### config.mk
export PLATFORM = sky130hd
export DESIGN_NAME = multi_digit_rate_counter
export DESIGN_NICKNAME = d
export VERILOG_FILES = /design/src/rtl/multi_digit_rate_counter.sv
export SDC_FILE = /design/constraint.sdc
export NUM_CORES = 1
export LEC_CHECK = 0
export ABC_AREA = 1
export CORE_MARGIN = 1
export CORE_UTILIZATION = 48
export DETAILED_ROUTE_END_ITERATION = 7
export GPL_TIMING_DRIVEN = 0
export PLACE_DENSITY = 0.81
export SLEW_MARGIN = 20
export SYNTH_ARGS = -nofsm -noshare
export SYNTH_HDL_FRONTEND = slang
export SYNTH_SLANG_ARGS = --single-unit
### constraint.sdc
create_clock -name clock -period 2.4 [get_ports clock]
set_input_delay 0.36 -clock clock [delete_from_list [all_inputs] [get_ports clock]]
set_output_delay 0.36 -clock clock [all_outputs]
set_load 0.03 [all_outputs]
### src/rtl/multi_digit_rate_counter.sv
`default_nettype none
`timescale 1ns/1ps
// ============================================================================
// Module   : multi_digit_rate_counter
// Brief    : Multi-digit BCD/hex up/down counter advanced by a programmable
//            rate divider, with parallel load, wrap pulse and 7-seg outputs.
// Revision : 1.0 - initial release
// ============================================================================
module multi_digit_rate_counter #(
  parameter int DIGITS = 4,
  parameter int BCD    = 1,
  parameter int DIV_W  = 28
) (
  input  logic                  clock,
  input  logic                  reset,
  input  logic                  enable,
  input  logic                  par_load,
  input  logic [4*DIGITS-1:0]   load,
  input  logic                  up,
  input  logic [DIV_W-1:0]      period,
  output logic [4*DIGITS-1:0]   q,
  output logic                  tick,
  output logic                  carry,
  output logic [7*DIGITS-1:0]   hex
);

  // Largest legal digit value in the selected radix.
  localparam logic [3:0] c_MAX = (BCD != 0) ? 4'd9 : 4'd15;

  logic [DIV_W-1:0]    r_div_cnt;
  logic [4*DIGITS-1:0] r_q;
  logic                r_carry;
  logic [4*DIGITS-1:0] w_next;
  logic                w_wrap;
  logic [4*DIGITS-1:0] w_load_sat;

  // Advance strobe: divider expired, and neither load nor reset is pre-empting it.
  assign tick  = enable & (r_div_cnt == '0) & ~par_load & ~reset;
  assign q     = r_q;
  assign carry = r_carry;

  // Ripple increment/decrement: the chain bit survives a digit only when that
  // digit wraps, so a surviving chain out of the top digit is a full-width wrap.
  always_comb begin
    logic [3:0] w_dig;
    logic       w_chain;
    w_next  = r_q;
    w_chain = 1'b1;
    w_dig   = 4'd0;
    for (int i = 0; i < DIGITS; i++) begin
      w_dig = r_q[4*i +: 4];
      if (w_chain) begin
        if (up) begin
          if (w_dig >= c_MAX) begin
            w_next[4*i +: 4] = 4'd0;
          end else begin
            w_next[4*i +: 4] = w_dig + 4'd1;
            w_chain          = 1'b0;
          end
        end else begin
          if (w_dig == 4'd0) begin
            w_next[4*i +: 4] = c_MAX;
          end else begin
            w_next[4*i +: 4] = w_dig - 4'd1;
            w_chain          = 1'b0;
          end
        end
      end
    end
    w_wrap = w_chain;
  end

  // Clamp loaded digits into range so decimal mode never holds a non-decimal digit.
  always_comb begin
    logic [3:0] w_ld;
    w_load_sat = load;
    w_ld       = 4'd0;
    for (int i = 0; i < DIGITS; i++) begin
      w_ld = load[4*i +: 4];
      if (w_ld > c_MAX) begin
        w_load_sat[4*i +: 4] = c_MAX;
      end
    end
  end

  // State update: reset, then load, then divider/count advance, else hold.
  always_ff @(posedge clock) begin
    if (reset) begin
      r_q       <= '0;
      r_carry   <= 1'b0;
      r_div_cnt <= period;
    end else if (par_load) begin
      r_q       <= w_load_sat;
      r_carry   <= 1'b0;
      r_div_cnt <= period;
    end else if (enable) begin
      if (r_div_cnt == '0) begin
        r_div_cnt <= period;
        r_q       <= w_next;
        r_carry   <= w_wrap;
      end else begin
        r_div_cnt <= r_div_cnt - 1'b1;
        r_carry   <= 1'b0;
      end
    end else begin
      r_carry <= 1'b0;
    end
  end

  // Active-low segment pattern, bit0 = a ... bit6 = g.
  function automatic logic [6:0] seg7(input logic [3:0] d);
    case (d)
      4'h0: seg7 = 7'b1000000;
      4'h1: seg7 = 7'b1111001;
      4'h2: seg7 = 7'b0100100;
      4'h3: seg7 = 7'b0110000;
      4'h4: seg7 = 7'b0011001;
      4'h5: seg7 = 7'b0010010;
      4'h6: seg7 = 7'b0000010;
      4'h7: seg7 = 7'b1111000;
      4'h8: seg7 = 7'b0000000;
      4'h9: seg7 = 7'b0010000;
      4'hA: seg7 = 7'b0001000;
      4'hB: seg7 = 7'b0000011;
      4'hC: seg7 = 7'b1000110;
      4'hD: seg7 = 7'b0100001;
      4'hE: seg7 = 7'b0000110;
      default: seg7 = 7'b0001110;
    endcase
  endfunction

  generate
    for (genvar g = 0; g < DIGITS; g++) begin : g_hex
      assign hex[7*g +: 7] = seg7(r_q[4*g +: 4]);
    end
  endgenerate

endmodule
`default_nettype wire

Word level (Yosys, flattened, before mapping)
Memories as Yosys holds them, arrays and structs flattened. A register that Yosys moved wholly into a read port is not among the register bits. Cells that the tools add are included.

Mux-type cells: 48. Reductions and logical operators: 16. $lt $le $gt $ge: 8. $add $sub $neg: 9. Bitwise logic cells: 8.

Operator list (number): $mux W28 (4); $mux W4 (27); $mux W16 (3); $logic_not A28 Y1 (1); $sub A28 B1 Y28 const B (1); $add A4 B1 Y4 const B (4); $ge A4 B4 Y1 const B (4); $gt A4 B4 Y1 const B (4); $logic_not A4 Y1 (4); $sub A4 B1 Y4 const B (4); $mux W1 (14); $reduce_bool A2 Y1 (5); $reduce_and A3 Y1 (3); $not A1 Y1 (5); $reduce_or A5 Y1 (1); $and A1 B1 Y1 (3); $reduce_bool A3 Y1 (1); $reduce_and A2 Y1 (1).

Output and inout bits: 46. Logic and storage cells: 99. Input bits: 49. Register bits: 45. ROM bits: 448. Memories: 4.

Memories: (name not given) (depth 16, bits a word 7, read ports 1, clocked after memory_dff 1, write ports 0, RTL line 112) `case (d)`; (name not given) (depth 16, bits a word 7, read ports 1, clocked after memory_dff 1, write ports 0, RTL line 112); (name not given) (depth 16, bits a word 7, read ports 1, clocked after memory_dff 1, write ports 0, RTL line 112); (name not given) (depth 16, bits a word 7, read ports 1, clocked after memory_dff 1, write ports 0, RTL line 112).

Longest topological paths before layout
Depth in word-level cells: 11. Gate-level depth with buffers: 18. Mapped depth without buffers: 18.

Worst setup path before layout
OpenSTA, ideal clock, no wires.

Path type: reg2reg. From: register r_q[1] (netlist: q[1]). To: register, netlist name hex[10]. Stages on the path, launching flop included: 16. Path buffers: 0. Data required time: 2.288 ns. Slack: -0.095 ns. Library setup time: 0.112 ns. Arrival: 2.382 ns. Cell sequence: dfxtp_1 > inv_1 > ha_1 > nand3b_1 > nand2_1 > nand2_1 > nor2_1 > inv_1 > nand2_4 > nand2_1 > nand3_1 > inv_1 > ha_1 > nand3b_1 > nand3_1 > nand2_1.

Longest elaborated chain between the ends: 7. Elaborated cells between the ends (all ways): 9. Classes of those cells: order compare (1); mux (5); reduce/logical (3).

RTL lines: start, declared (RTL line 31) `logic [4*DIGITS-1:0] r_q;`; start signal, assigned (RTL line 93) `r_q <= w_load_sat;`; start signal, assigned (RTL line 99) `r_q <= w_next;`; $ge A4 B4 Y1 / $logic_not A4 Y1 (equally long branches) (RTL line 54, 61); $mux W1 (on tied branches) (RTL line 54, 61); $mux W1 (*) (RTL line 53) `if (up) begin`; $reduce_bool A2 Y1 (no line) (*); $reduce_and A3 Y1 (no line) (*); $mux W4 (no line) (*) (2 in series).

Mark *: on every way between the ends. The rest lies on a longest branch, timed or not. A chain may end at the register's enable or synchronous reset.

Final worst setup path
From: register r_div_cnt[0]. To: register, netlist name hex[8].

Longest elaborated chain between the ends: 5.

RTL lines: start, declared (RTL line 30) `logic [DIV_W-1:0] r_div_cnt;`; start signal, assigned (RTL line 91) `r_div_cnt <= period;`; start signal, assigned (RTL line 95) `r_div_cnt <= period;`; start signal, assigned (RTL line 98) `r_div_cnt <= period;`; $logic_not A28 Y1 (RTL line 97) `if (r_div_cnt == '0) begin`; $reduce_bool A2 Y1 (no line); $reduce_and A3 Y1 (no line); $mux W4 (no line) (2 in series).

No other way between the ends.

==> results.py <==
metrics = {
    "critical_path": {
        "critical_path_class": "register to register",
        "worstPathRequired_ns": 2.70,
        "startpoint": "r_div_cnt[0]",
        "r2r_start": "r_div_cnt[0]",
        "cp_max_fo": 5,
        "crit_path_start_kind": "register",
        "arrival_ns": 2.79,
        "end_kind": "register",
    },
    "logic_synthesis": {
        "synth_seq_cells": 73,
        "syn_inst": 746,
        "synth_cell_type_count": 43,
        "synth-edff-count": 28,
        "syn_avg_cell_area_um2": 6.95,
        "yosysSeqAreaShare_pct": 33.6,
        "async_flop_share_pct": 0,
        "syn_nets": 828,
        "synthFlopType": "dfxtp_1",
        "ys_warn_count": 0,
        "syn_area_um2": 5180,
    },
    "timing": {
        "worst_pin_slew_ns": 0.748,
        "setup_tns_ns": -0.231,
        "period_minus_slack_ns": 2.49,
        "hold_viol": 0,
        "period_share_pct": 104,
        "setup_ws_ns": -0.0885,
        "timing.hold.ws_ns": 0.356,
        "slew_violations": 0,
        "slew_headroom_pct": 50.1,
        "clock-skew-final_ns": 0.00856,
        "finalSetupViolCount": 5,
        "rsz0062_at_grt": "true",
        "fmax_mhz": 402,
    },
    "place": {
        "dp_hpwl_um": 9540,
        "dp.cells": 974,
        "routabilityCongestion": 0.932,
        "dpl_cell_area_um2": 6280,
        "place_ws_ns": -0.616,
        "io_buffers": 92,
    },
    "grt": {
        "grt_util_all_layers_pct": 24.9,
        "grt_pass1_wl_um": 22500,
        "grt.overflow.total": 0,
        "antenna_found_initial": 0,
        "grt_max_degree": 29,
        "grt_pass1_vias": 4981,
    },
    "drt": {
        "antenna_left": 0,
        "viasPerCell": 5.39,
        "wl_um": 15100,
        "drt_pass1_iterations": 5,
        "post_drt_wl_per_cell_um": 14.6,
        "via_count": 5599,
        "first_iter_violations": 426,
        "drc": 0,
    },
    "clock_tree": {
        "cts_buffers": 9,
        "cts_sinks": 73,
        "clock-root-buffer": "clkbuf_8",
        "clk_latency_ns": 0.36,
        "ctsHtreeMaxLevel": 3,
        "cts.path.max_buffers": 2,
        "path_clk_slew_ns": 0.07,
        "tritoncts": "done",
    },
    "pwr": {
        "p_switching_mw": 1.38,
        "power_density_nw_per_um2": 511,
        "p_leak_nw": 3.39,
        "p_int_mw": 2.38,
        "p_comb_share_pct": 37.4,
        "sequentialPowerShare_pct": 40.5,
        "power_frac_clock_pct": 22.1,
        "max-vdd-ir-drop_mv": 0.319,
        "p_sw_share_pct": 36.7,
        "totalPowerFinal_mw": 3.75,
    },
    "outcome": {
        "status": "finished, violations left",
        "failed_checks": "negative setup slack",
    },
    "cells_and_area": {
        "drive_above_1_share_pct": 24.5,
        "area_delta_synth_final_pct": 41.7,
        "antenna_cells": 0,
        "instances_no_fill": 1038,
        "nNetsFinal": 979,
        "fin_area_um2": 7340,
        "final_util_pct": 70.5,
    },
    "floorplanning": {
        "floorplan.initialDensity_pct": 49.8,
        "die_area_um2": 11200,
        "placementRows": 37,
        "core-area_um2": 10400,
        "die_h_um": 106,
        "die_w_um": 106,
        "ios": 95,
    },
    "hold_path": {
        "min_from": "reset",
        "min_path_type": "primary input to register",
    },
    "job": {
        "max-cap-violations": 0,
    },
}
==> cells in the mapped netlist (all sizes together), types with 2 or more instances <==
library cell,count,area (µm²)
nand3b,5,37.5
dfxtp,45,901
nor2,76,333
nand4,16,100
o21ai,43,226
clkinv,2,7.51
a31oi,7,43.8
xor2,13,114
o21a,3,22.5
buf,10,55.1
nand2,220,878
nand3,80,438
nor4,2,12.5
clkbuf,5,20.0
xnor2,5,43.8
a21oi,16,80.1
inv,102,383
edfxtp,28,841
ha,33,413
or2,6,37.5
nor3,10,50.1
o211ai,10,75.1
==> sequential cells by signal, indices dropped and copies added, names as in the netlist <==
signal,count
q,16
carry,1
r_div_cnt,28
hex,28
==> placed cells by master, fill, tap and decap left out, drive strengths merged, types with 2 or more instances in the layout <==
cell           count
or2                6
nand2            220
clkinv             7
nor4               2
xnor2              5
o21a               3
nand4             16
clkbuf            16
a21oi             16
nor3              10
clkdlybuf4s50     90
dfxtp             45
nor2              76
a31oi              7
xor2              13
nand3             80
o21ai             43
edfxtp            28
nand3b             5
inv              102
buf               59
ha                33
o211ai            10
==> power groups by stage <==
stage               clock (mW)  sequential [mW]  combinational [mW]
floorplan                    0             1.69               0.583
global placement             0             1.54                1.11
detailed placement           0             1.54                1.12
CTS                      0.850             1.51                1.20
global route             0.896             1.53                1.51
finish                   0.831             1.52                1.40
==> worst max-delay path: stages (launching register included) <==
cell      delay [ns]
edfxtp_1        0.41
inv_2           0.10
ha_4            0.14
nand2_2         0.06
nor2_2          0.10
nand2_2         0.07
nor2_2          0.13
nand2_2         0.11
o21ai_4         0.28
nand2_4         0.12
nand2_4         0.10
nand3_4         0.10
ha_4            0.26
nand3b_1        0.20
inv_1           0.13
nand2_1         0.06
nand2_1         0.06
==> path summary, 6_finish.rpt <==
| kind | cells after the start | slack, ns | endpoint |
|---|---|---|---|
| setup / recovery | 16 | -0.09 | hex[8] |
| hold / removal | 2 | 0.36 | q[2] |
| setup reg to reg | 16 | -0.09 | hex[8] |
| hold reg to reg | 1 | 0.64 | r_div_cnt[0] |
==> kinds of logic after synthesis <==
| group | synth area share, % |
|---|---|
| flip-flops | 33.6 |
| adder cells (fa/ha/maj) | 7.97 |
| multiplexers | 0.193 |
| AND/OR/NAND/NOR | 36.5 |
| buffers and inverters | 8.98 |
| AO/OA/AOI/OAI | 9.68 |
| XOR/XNOR | 3.04 |
==> metal layers <==
layer | part of all wire (%) | GRT usage (%) | wire, µm
met5 | 0 | 0 | 0
met4 | 2.6 | 10.9 | 387
met3 | 7.0 | 2.94 | 1060
met2 | 49 | 42.6 | 7390
met1 | 42 | 31.6 | 6280
==> timing repair <==
action | in CTS | in global routing
setup buffers | 20 | 28
endpoints found under the hold margin | 0 | 0
endpoints found under the setup margin | 30 | 54
resized for setup | 49 | 111
pin swaps | 13 | 53
hold buffers | 0 | 0
==> final cells by class <==
type	count	area (µm²)
Clock buffer	11	131
Clock inverter	5	22.5
Timing Repair Buffer	140	1310
Tap cell	136	170
Buffer	15	81.3
Multi-Input combinational cell	554	3470
Sequential cell	73	1750
Fill cell	797	3070
Inverter	104	408
Note: power is estimated with default switching activity, not from simulation.
